## config.mk

```make
export PLATFORM = sky130hd
export DESIGN_NAME = online_adder_seq_r4
export DESIGN_NICKNAME = d
export VERILOG_FILES = /design/src/rtl/online_adder_seq_r4.sv
export SDC_FILE = /design/constraint.sdc
export NUM_CORES = 1
export LEC_CHECK = 0
export BUFFER_PORTS_ARGS = -buffer_cell sky130_fd_sc_hd__buf_2
export CAP_MARGIN = 20
export CORE_MARGIN = 5
export CORE_UTILIZATION = 45
export CTS_CLUSTER_SIZE = 28
export DETAILED_ROUTE_END_ITERATION = 6
export PLACE_DENSITY = 0.74
export SLEW_MARGIN = 20
export SYNTH_ARGS = -nofsm -noshare
export SYNTH_HDL_FRONTEND = slang
export SYNTH_SLANG_ARGS = --single-unit
```

## constraint.sdc

```tcl
create_clock -name clk -period 2.1 [get_ports clk]
set_clock_uncertainty 0.1 [all_clocks]
set_input_delay 0.42 -clock clk [delete_from_list [all_inputs] [get_ports clk]]
set_output_delay 0.42 -clock clk [all_outputs]
set_load 0.03 [all_outputs]
```

## src/rtl/online_adder_seq_r4.sv

```systemverilog
// online_adder_seq_r4
// Drives a radix-4 online adder through NUM_TST test vectors per run. Each
// vector is selected on an external combinational ROM, latched, streamed
// MSD-first one signed digit per cycle (zero-padded for the flush), and the
// N+1 result digits are captured and compared digit-exact with the ROM sum.
//
// Ports
//   clk, rst_n        rising-edge clock, asynchronous active-low reset
//   start             one-cycle run request, ignored while busy
//   test_sel          ROM vector index
//   x_vec, y_vec      ROM operands, MSD in the top digit
//   z_vec             ROM expected sum (N+1 digits), MSD in the top digit
//   adder_clr         clears the adder state before each vector
//   dig_vld           x_dig/y_dig valid; the adder advances one digit
//   x_dig, y_dig      operand digits, C-bit two's complement
//   z_dig             adder result digit
//   busy, done        run in progress / one-cycle end-of-run pulse
//   pass              every vector of the last run matched
//   fail_cnt          failing vectors in the last run (saturates at 1023)
//   fail_idx          first failing vector index
//   fail_pos          first mismatching digit of that vector, 0 = MSD
//
// Build option: define ONLINE_SEQ_ERR_LOG_EN to build the first-failure log
// (fail_idx/fail_pos); otherwise both ports are tied to 0.
module online_adder_seq_r4 #(
  parameter int N       = 6,
  parameter int C       = 3,
  parameter int LAT     = 2,
  parameter int NUM_TST = 3
) (
  input  logic                 clk,
  input  logic                 rst_n,
  input  logic                 start,
  output logic [9:0]           test_sel,
  input  logic [N*C-1:0]       x_vec,
  input  logic [N*C-1:0]       y_vec,
  input  logic [(N+1)*C-1:0]   z_vec,
  output logic                 adder_clr,
  output logic                 dig_vld,
  output logic [C-1:0]         x_dig,
  output logic [C-1:0]         y_dig,
  input  logic [C-1:0]         z_dig,
  output logic                 busy,
  output logic                 done,
  output logic                 pass,
  output logic [9:0]           fail_cnt,
  output logic [9:0]           fail_idx,
  output logic [3:0]           fail_pos
);

  localparam int KW = $clog2(LAT + N + 1);
  localparam int XW = N * C;
  localparam int ZW = (N + 1) * C;

  typedef enum logic [2:0] {IDLE, SEL, LOAD, FEED, CHECK, FIN} state_t;

  state_t          state, state_nxt;
  logic [KW-1:0]   k;
  logic [XW-1:0]   x_sh, y_sh;
  logic [ZW-1:0]   z_sh, res_sh;
  logic            mismatch;
  logic            last_vec;
  logic            feed_end;
  logic [9:0]      fail_cnt_nxt;

  assign last_vec     = (test_sel == 10'(NUM_TST - 1));
  assign feed_end     = (k == KW'(LAT + N));
  assign mismatch     = (res_sh != z_sh);
  // Saturate so a long run can never wrap back to an apparent pass.
  assign fail_cnt_nxt = (mismatch && (fail_cnt != 10'h3FF)) ? fail_cnt + 10'd1 : fail_cnt;

  // State register.
  always_ff @(posedge clk or negedge rst_n) begin
    if (!rst_n) state <= IDLE;
    else        state <= state_nxt;
  end

  // Next-state logic.
  always_comb begin
    state_nxt = state;
    case (state)
      IDLE:    if (start) state_nxt = SEL;
      SEL:     state_nxt = LOAD;
      LOAD:    state_nxt = FEED;
      FEED:    if (feed_end) state_nxt = CHECK;
      CHECK:   state_nxt = last_vec ? FIN : SEL;
      FIN:     state_nxt = IDLE;
      default: state_nxt = IDLE;
    endcase
  end

  // Outputs decoded from the state. The operand shift registers drain to
  // zero after N digits, which supplies the flush padding for free.
  always_comb begin
    adder_clr = 1'b0;
    dig_vld   = 1'b0;
    busy      = 1'b0;
    done      = 1'b0;
    x_dig     = '0;
    y_dig     = '0;
    case (state)
      SEL: begin
        busy      = 1'b1;
        adder_clr = 1'b1;
      end
      LOAD:  busy = 1'b1;
      FEED: begin
        busy    = 1'b1;
        dig_vld = 1'b1;
        x_dig   = x_sh[XW-1 -: C];
        y_dig   = y_sh[XW-1 -: C];
      end
      CHECK: busy = 1'b1;
      FIN:   done = 1'b1;
      default: ;
    endcase
  end

  // Vector sequencing, operand shadows, result capture and the tally.
  // pass is settled on the way into FIN so it is valid alongside done.
  always_ff @(posedge clk or negedge rst_n) begin
    if (!rst_n) begin
      test_sel <= '0;
      fail_cnt <= '0;
      pass     <= 1'b0;
      k        <= '0;
      x_sh     <= '0;
      y_sh     <= '0;
      z_sh     <= '0;
      res_sh   <= '0;
    end else begin
      case (state)
        IDLE: if (start) begin
          test_sel <= '0;
          fail_cnt <= '0;
          pass     <= 1'b0;
        end
        LOAD: begin
          x_sh <= x_vec;
          y_sh <= y_vec;
          z_sh <= z_vec;
          k    <= '0;
        end
        FEED: begin
          x_sh <= {x_sh[XW-C-1:0], {C{1'b0}}};
          y_sh <= {y_sh[XW-C-1:0], {C{1'b0}}};
          k    <= k + KW'(1);
          if (k >= KW'(LAT)) res_sh <= {res_sh[ZW-C-1:0], z_dig};
        end
        CHECK: begin
          fail_cnt <= fail_cnt_nxt;
          if (last_vec) pass <= (fail_cnt_nxt == 10'd0);
          else          test_sel <= test_sel + 10'd1;
        end
        default: ;
      endcase
    end
  end

`ifdef ONLINE_SEQ_ERR_LOG_EN
  logic       logged;
  logic [3:0] first_pos;

  // Scan from LSD to MSD so the last hit is the most significant mismatch.
  always_comb begin
    first_pos = '0;
    for (int i = N; i >= 0; i--) begin
      if (res_sh[ZW-1-i*C -: C] != z_sh[ZW-1-i*C -: C]) first_pos = 4'(i);
    end
  end

  // First failure of a run is kept; later failures leave it alone.
  always_ff @(posedge clk or negedge rst_n) begin
    if (!rst_n) begin
      logged   <= 1'b0;
      fail_idx <= '0;
      fail_pos <= '0;
    end else if (state == IDLE && start) begin
      logged   <= 1'b0;
      fail_idx <= '0;
      fail_pos <= '0;
    end else if (state == CHECK && mismatch && !logged) begin
      logged   <= 1'b1;
      fail_idx <= test_sel;
      fail_pos <= first_pos;
    end
  end
`else
  assign fail_idx = '0;
  assign fail_pos = '0;
`endif

endmodule

```

==> After elaboration in Yosys (flattened, before gate mapping) <==
Cells that the tools add are included.
Widths: inputs -> output; s select.
{ "word_totals": {"reg_bits": 106, "input_bits": 63, "output_inout_bits": 45, "wordCells": 58} }
{ "classes": {"add_sub_neg": 3, "n_lt_le_gt_ge": 1, "n_eq_ne": 13, "muxes": 21, "reduce_logical": 11} }
{ "ops": {"columns": ["operator", "n"], "rows": [
  ["$pmux 18 s2", 2],
  ["$pmux 10 s2", 2],
  ["$mux 10", 3],
  ["$ne 21x21->1", 1],
  ["$add 10x1->10 const B", 2],
  ["$mux 3", 5],
  ["$pmux 3 s5", 1],
  ["$eq 10x2->1 const B", 1],
  ["$logic_not 10->1", 1],
  ["$ne 10x10->1 const B", 1],
  ["$ne 2x2->1 const B", 4],
  ["$pmux 4 s2", 1],
  ["$eq 3x2->1 const B", 2],
  ["$eq 3x3->1 const B", 2],
  ["$mux 1", 6],
  ["$reduce_and 2->1", 3],
  ["$reduce_and 3->1", 2],
  ["$add 4x1->4 const B", 1],
  ["$eq 4x4->1 const B", 1],
  ["$ge 4x2->1 const B", 1],
  ["$reduce_bool 2->1", 2],
  ["$reduce_or 4->1", 1],
  ["$eq 3x1->1 const B", 1],
  ["$logic_not 3->1", 1],
  ["other kinds (2)", 2]
]} }

==> Logic depth before layout (Yosys ltp) <==
{ "logic_depth": {"word_depth": 6, "ltp_mapped": 8, "mapped_depth_nobuf": 8} }

==> Worst setup path after synthesis <==
No wires, ideal clock.
{ "synth_timing": {"path_kind": "reg-to-output", "startpoint": "register state[0]", "endpoint": "output port adder_clr", "arrival_ps": 1929, "required_ps": 1580, "slack_ps": -349, "path_stages_with_launch": 5, "n_path_buf": 3, "path_cell_list": "dfrtp_1 clkbuf_1 buf_1 clkbuf_1 nor3b_1"} }
{ "synth_via": {"elab_chain_len": 2} }
{ "synth_lines": {"columns": ["item", "line", "rtl"], "rows": [
  ["start: declaration", "57", "state_t state, state_nxt;"],
  ["start signal: assignment", "75", "else state <= state_nxt;"],
  ["$eq 3x1->1", "101", "case (state)"],
  ["$mux 1", "101", null],
  ["end: declaration", "38", "output logic adder_clr,"]
]} }
No other way between the ends.

==> Final worst setup path <==
{ "layout_timing": {"startpoint": "register z_sh[18]", "endpoint": "register pass"} }
{ "layout_via": {"elab_chain_len": 6} }
{ "layout_lines": {"columns": ["item", "line", "rtl"], "rows": [
  ["start: declaration", "60", "logic [ZW-1:0] z_sh, res_sh;"],
  ["start signal: assignment", "141", "z_sh <= z_vec;"],
  ["$ne 21x21->1", "68", "assign mismatch = (res_sh != z_sh);"],
  ["$logic_and 1x1->1", "70", "assign fail_cnt_nxt = (mismatch && (fail_cnt != 10'h3FF)) ? fail_cnt + 10'd1 : fail_cnt;"],
  ["$mux 10", "70", null],
  ["$logic_not 10->1", "152", "if (last_vec) pass <= (fail_cnt_nxt == 10'd0);"],
  ["$mux 1", "152", null],
  ["$pmux 1 s2", "132", "case (state)"],
  ["end signal: assignment", "152", null],
  ["end: declaration", "45", "output logic pass,"]
]} }
No other way between the ends. The select of a mux whose other input is x is not followed.
A chain may end at the register's enable or synchronous reset.

==> flow_summary.html <==
<table>
<tr><th>Metric</th><th>Value</th></tr>
<tr><th colspan="2">Outcome</th></tr>
<tr><td>Outcome</td><td>finished, violations left</td></tr>
<tr><td>Violated checks</td><td>negative setup slack</td></tr>
<tr><th colspan="2">Synth</th></tr>
<tr><td>Share of flip-flops with an asynchronous set or reset after synthesis</td><td>100%</td></tr>
<tr><td>Cells after Synth</td><td>479</td></tr>
<tr><td>Most common flop cell mapped by yosys</td><td>sky130_fd_sc_hd__dfrtp_1</td></tr>
<tr><td>Number of flops mapped to enable cells by yosys</td><td>0</td></tr>
<tr><td>Sequential fraction of the synthesis area</td><td>50.9%</td></tr>
<tr><td>Number of warnings reported in the yosys synthesis log</td><td>0</td></tr>
<tr><td>Number of flip-flops and latches in the synthesized netlist</td><td>roughly 110</td></tr>
<tr><td>Syn avg cell area</td><td>around 11 um^2</td></tr>
<tr><td>Synth cell types</td><td>49</td></tr>
<tr><td>Mapped Area</td><td>5210 um^2</td></tr>
<tr><th colspan="2">GRT</th></tr>
<tr><td>Number of antenna violations at the first check in global routing</td><td>0</td></tr>
<tr><td>First-pass GRT wire length</td><td>19,200 um</td></tr>
<tr><td>Via count of the first global-routing pass</td><td>between 4,000 and 5,000</td></tr>
<tr><td>Total congestion overflow after global routing</td><td>0</td></tr>
<tr><td>Maximum number of pins on one net before global-route repair</td><td>68</td></tr>
<tr><td>Total global-route track usage</td><td>16.7%</td></tr>
<tr><th colspan="2">STA</th></tr>
<tr><td>Final worst hold slack</td><td>0.198 ns</td></tr>
<tr><td>Final number of hold-violating endpoints</td><td>0</td></tr>
<tr><td>Total Negative Setup Slacks</td><td>-0.201 ns</td></tr>
<tr><td>Transition time at the pin with the least slew margin</td><td>0.548 ns</td></tr>
<tr><td>Final worst-path setup slack</td><td>-0.201 ns</td></tr>
<tr><td>Final min period</td><td>2.30 ns</td></tr>
<tr><td>Unrepaired setup endpoints after global routing</td><td>yes</td></tr>
<tr><td>Final worst path period share</td><td>110%</td></tr>
<tr><td>Count of pins over their slew limit</td><td>0</td></tr>
<tr><td>Maximum clock frequency</td><td>0.435 GHz</td></tr>
<tr><td>Tightest slew margin relative to the limit</td><td>63.5%</td></tr>
<tr><td>Setup violation total in the final timing report</td><td>1</td></tr>
<tr><th colspan="2">Critical path</th></tr>
<tr><td>Critical path start-end classification</td><td>register to register</td></tr>
<tr><td>Startpoint type of the worst setup path</td><td>register</td></tr>
<tr><td>Data arrival at the endpoint of the critical path</td><td>2.48 ns</td></tr>
<tr><td>Setup crit end kind</td><td>register</td></tr>
<tr><td>Critical path fanouts, max</td><td>3</td></tr>
<tr><td>Required time of the worst setup path</td><td>2.28 ns</td></tr>
<tr><th colspan="2">Die</th></tr>
<tr><td>Placement row count</td><td>39</td></tr>
<tr><td>Placeable core region</td><td>11,400 um^2</td></tr>
<tr><td>Initial core utilization</td><td>45.8%</td></tr>
<tr><td>Number of top-level design ports</td><td>108</td></tr>
<tr><td>Die area</td><td>13,800 um^2</td></tr>
<tr><td>Die boundary height</td><td>118 um</td></tr>
<tr><td>Floorplan die width</td><td>around 120 um</td></tr>
<tr><th colspan="2">Cells and area</th></tr>
<tr><td>Net count, final</td><td>approximately 670</td></tr>
<tr><td>Leading cell types in the layout, fill and taps excluded</td><td>sky130_fd_sc_hd__dfrtp_1, sky130_fd_sc_hd__buf_2, sky130_fd_sc_hd__nand2_1</td></tr>
<tr><td>Share of layout cells above drive strength 1</td><td>approximately 36%</td></tr>
<tr><td>Commonest non-fill, non-tap cell in the layout</td><td>sky130_fd_sc_hd__dfrtp_1</td></tr>
<tr><td>N_diodes</td><td>0</td></tr>
<tr><td>FF/Latch Area</td><td>2660 um^2</td></tr>
<tr><td>Final Non-Filler Cells</td><td>around 750</td></tr>
<tr><td>FILL cells</td><td>988</td></tr>
<tr><td>Synthesis-to-finish area growth</td><td>24.7%</td></tr>
<tr><td>Post-layout utilization of the core</td><td>57.1%</td></tr>
<tr><td>Multi-input logic area</td><td>2440 um^2</td></tr>
<tr><td>Summed area of non-filler cells in the final layout</td><td>6490 um^2</td></tr>
<tr><th colspan="2">CTS</th></tr>
<tr><td>Num CTS Buffers</td><td>9</td></tr>
<tr><td>CTS tree</td><td>done</td></tr>
<tr><td>Clk root buf</td><td>sky130_fd_sc_hd__clkbuf_16</td></tr>
<tr><td>CTS HTree Levels</td><td>3</td></tr>
<tr><td>Clock latency on the worst-skew pair</td><td>between 0.3 and 0.4 ns</td></tr>
<tr><td>Sinks on the clock net</td><td>106</td></tr>
<tr><td>Clock-pin transition on the worst setup and hold timing paths</td><td>0.08 ns</td></tr>
<tr><td>Number of buffers between clock root and the deepest sink</td><td>2</td></tr>
<tr><th colspan="2">Power and ir drop</th></tr>
<tr><td>Power share of the sequential group</td><td>37.5%</td></tr>
<tr><td>Pwr Density</td><td>1400 nW/um^2</td></tr>
<tr><td>Sw frac</td><td>36.2%</td></tr>
<tr><td>Sw power</td><td>about 0.0033 W</td></tr>
<tr><td>Worst ir drop on vdd</td><td>~700 uV</td></tr>
<tr><td>Power Internal</td><td>0.00581 W</td></tr>
<tr><td>Share of power burned in the clock network</td><td>20.7%</td></tr>
<tr><td>Leak Pwr</td><td>3.16 nW</td></tr>
<tr><td>Logic pwr share</td><td>41.8%</td></tr>
<tr><th colspan="2">Drt</th></tr>
<tr><td>DRC errors left</td><td>0</td></tr>
<tr><td>Per-cell via count in the routed design</td><td>5.25</td></tr>
<tr><td>Iter 0 DRT Violations</td><td>361</td></tr>
<tr><td>Overall via count from detail_route</td><td>3,941</td></tr>
<tr><td>Number of detailed-route iterations in the first pass</td><td>4</td></tr>
<tr><td>Antenna Nets Post-Route</td><td>0</td></tr>
<tr><td>Total Wirelength</td><td>11,600 um</td></tr>
<tr><td>Average routed wire per standard cell</td><td>15.5 um</td></tr>
<tr><th colspan="2">Hold path</th></tr>
<tr><td>Worst min-delay path class</td><td>input pin to register</td></tr>
<tr><th colspan="2">Placed design</th></tr>
<tr><td>Gpl congestion</td><td>0.915</td></tr>
<tr><td>Dpl cells</td><td>732</td></tr>
<tr><td>Placement Cell Area</td><td>6100 um^2</td></tr>
<tr><td>DP HPWL</td><td>8430 um</td></tr>
<tr><td>IO buf count</td><td>93</td></tr>
<tr><th colspan="2">Run</th></tr>
<tr><td>Maximum capacitance violations</td><td>0</td></tr>
</table>
per-stage QoR:
stage | worst slack, ns | power (W)
2_1_floorplan | -0.0509 | 0.00610
3_3_place_gp | -0.101 | 0.00703
3_5_place_dp | -0.197 | 0.00723
4_1_cts | -0.242 | 0.00916
5_1_grt | -0.343 | 0.00969
6_report | -0.201 | 0.00910
final cells by class:
cell class / count / area share, %
Timing Repair Buffer: 138 / 13.2
Clock buffer: 10 / 3.68
Inverter: 6 / 0.347
Multi-Input combinational cell: 342 / 37.6
Clock inverter: 6 / 1.46
Tap cell: 143 / 2.76
Sequential cell: 106 / 41.0
power groups by stage:
| stage | clock network, W | logic (W) | registers, W |
|---|---|---|---|
| 2_1_floorplan | 0 | 0.00266 | 0.00344 |
| 3_3_place_gp | 0 | 0.00363 | 0.00339 |
| 3_5_place_dp | 0 | 0.00377 | 0.00346 |
| 4_1_cts | 0.00193 | 0.00381 | 0.00343 |
| 5_1_grt | 0.00200 | 0.00418 | 0.00352 |
| 6_report | 0.00188 | 0.00381 | 0.00341 |
per-layer routing:
layer | track usage [%] | routed length (um)
met5 | 0 | 0
met4 | 7.46 | 274
met3 | 3.70 | 603
met1 | 20.0 | 4790
met2 | 28.6 | 5970
synthesized netlist by cell type, types with 2 or more instances:
master	instances	area [um^2]
sky130_fd_sc_hd__a211o_1	2	17.5
sky130_fd_sc_hd__a21o_1	2	15.0
sky130_fd_sc_hd__a21oi_1	6	30.0
sky130_fd_sc_hd__a221o_1	2	20.0
sky130_fd_sc_hd__a22o_1	3	26.3
sky130_fd_sc_hd__a31oi_1	4	25.0
sky130_fd_sc_hd__and2_1	2	12.5
sky130_fd_sc_hd__and3_1	11	68.8
sky130_fd_sc_hd__buf_1	7	26.3
sky130_fd_sc_hd__buf_2	3	15.0
sky130_fd_sc_hd__buf_4	14	105
sky130_fd_sc_hd__clkbuf_1	14	52.6
sky130_fd_sc_hd__dfrtp_1	106	2650
sky130_fd_sc_hd__ha_1	6	75.1
sky130_fd_sc_hd__inv_1	6	22.5
sky130_fd_sc_hd__mux2_2	44	495
sky130_fd_sc_hd__mux2i_1	34	340
sky130_fd_sc_hd__nand2_1	65	244
sky130_fd_sc_hd__nand3_1	12	60.1
sky130_fd_sc_hd__nand3b_1	8	60.1
sky130_fd_sc_hd__nand4_1	10	62.6
sky130_fd_sc_hd__nor2_1	19	71.3
sky130_fd_sc_hd__nor2b_1	2	12.5
sky130_fd_sc_hd__nor3_1	2	10.0
sky130_fd_sc_hd__nor3b_1	2	15.0
sky130_fd_sc_hd__nor4_1	2	12.5
sky130_fd_sc_hd__o21ai_0	39	195
sky130_fd_sc_hd__o41ai_1	2	17.5
sky130_fd_sc_hd__or4_1	2	15.0
sky130_fd_sc_hd__xnor2_1	21	184
sky130_fd_sc_hd__xor2_1	9	78.8
worst paths after layout:
path	cells after the start	start	slack (ns)	endpoint
max reg2reg	7	z_sh[18]	-0.20	pass
max in group asynchronous	3	rst_n	0.84	x_sh[9]
min in group asynchronous	2	rst_n	0.44	z_sh[6]
max	7	z_sh[18]	-0.20	pass
min reg2reg	2	y_sh[2]	0.38	y_sh[2]
min	2	z_vec[14]	0.20	z_sh[14]
critical path: stages (launching register included):
cell	delay (ns)
sky130_fd_sc_hd__dfrtp_1	0.39
sky130_fd_sc_hd__xnor2_1	0.19
sky130_fd_sc_hd__nand3_1	0.15
sky130_fd_sc_hd__nor4_4	0.37
sky130_fd_sc_hd__a211oi_2	0.13
sky130_fd_sc_hd__or4_1	0.42
sky130_fd_sc_hd__a221o_1	0.35
sky130_fd_sc_hd__o21ai_2	0.12
registers in the layout (all words and copies together) (netlist names):
name,count
pass,1
state,3
fail_cnt,10
x_sh,18
k,4
res_sh,21
y_sh,18
z_sh,21
test_sel,10
cell families after synthesis:
kind of cell	after synthesis	share of synthesized area [%]
DFF	106	50.9
buffers and inverters	44	4.25
xor gates and xnor gates	30	5.05
muxes	78	16.1
adders and majority gates	6	1.44
AOI/OAI and AO/OA	69	8.15
and+or+nand+nor	145	14.0
other	1	0.0720
repair_timing:
item / 4_1_cts / 5_1_grt
endpoints found under the setup margin: 8 / 7
buffers inserted: 0 / 2
gates resized for setup: 3 / 5
pin swaps: 2 / 2
hold endpoints to repair: 27 / 0
hold buffers: 1 / 0
Note: power is estimated with default switching activity, not from simulation.
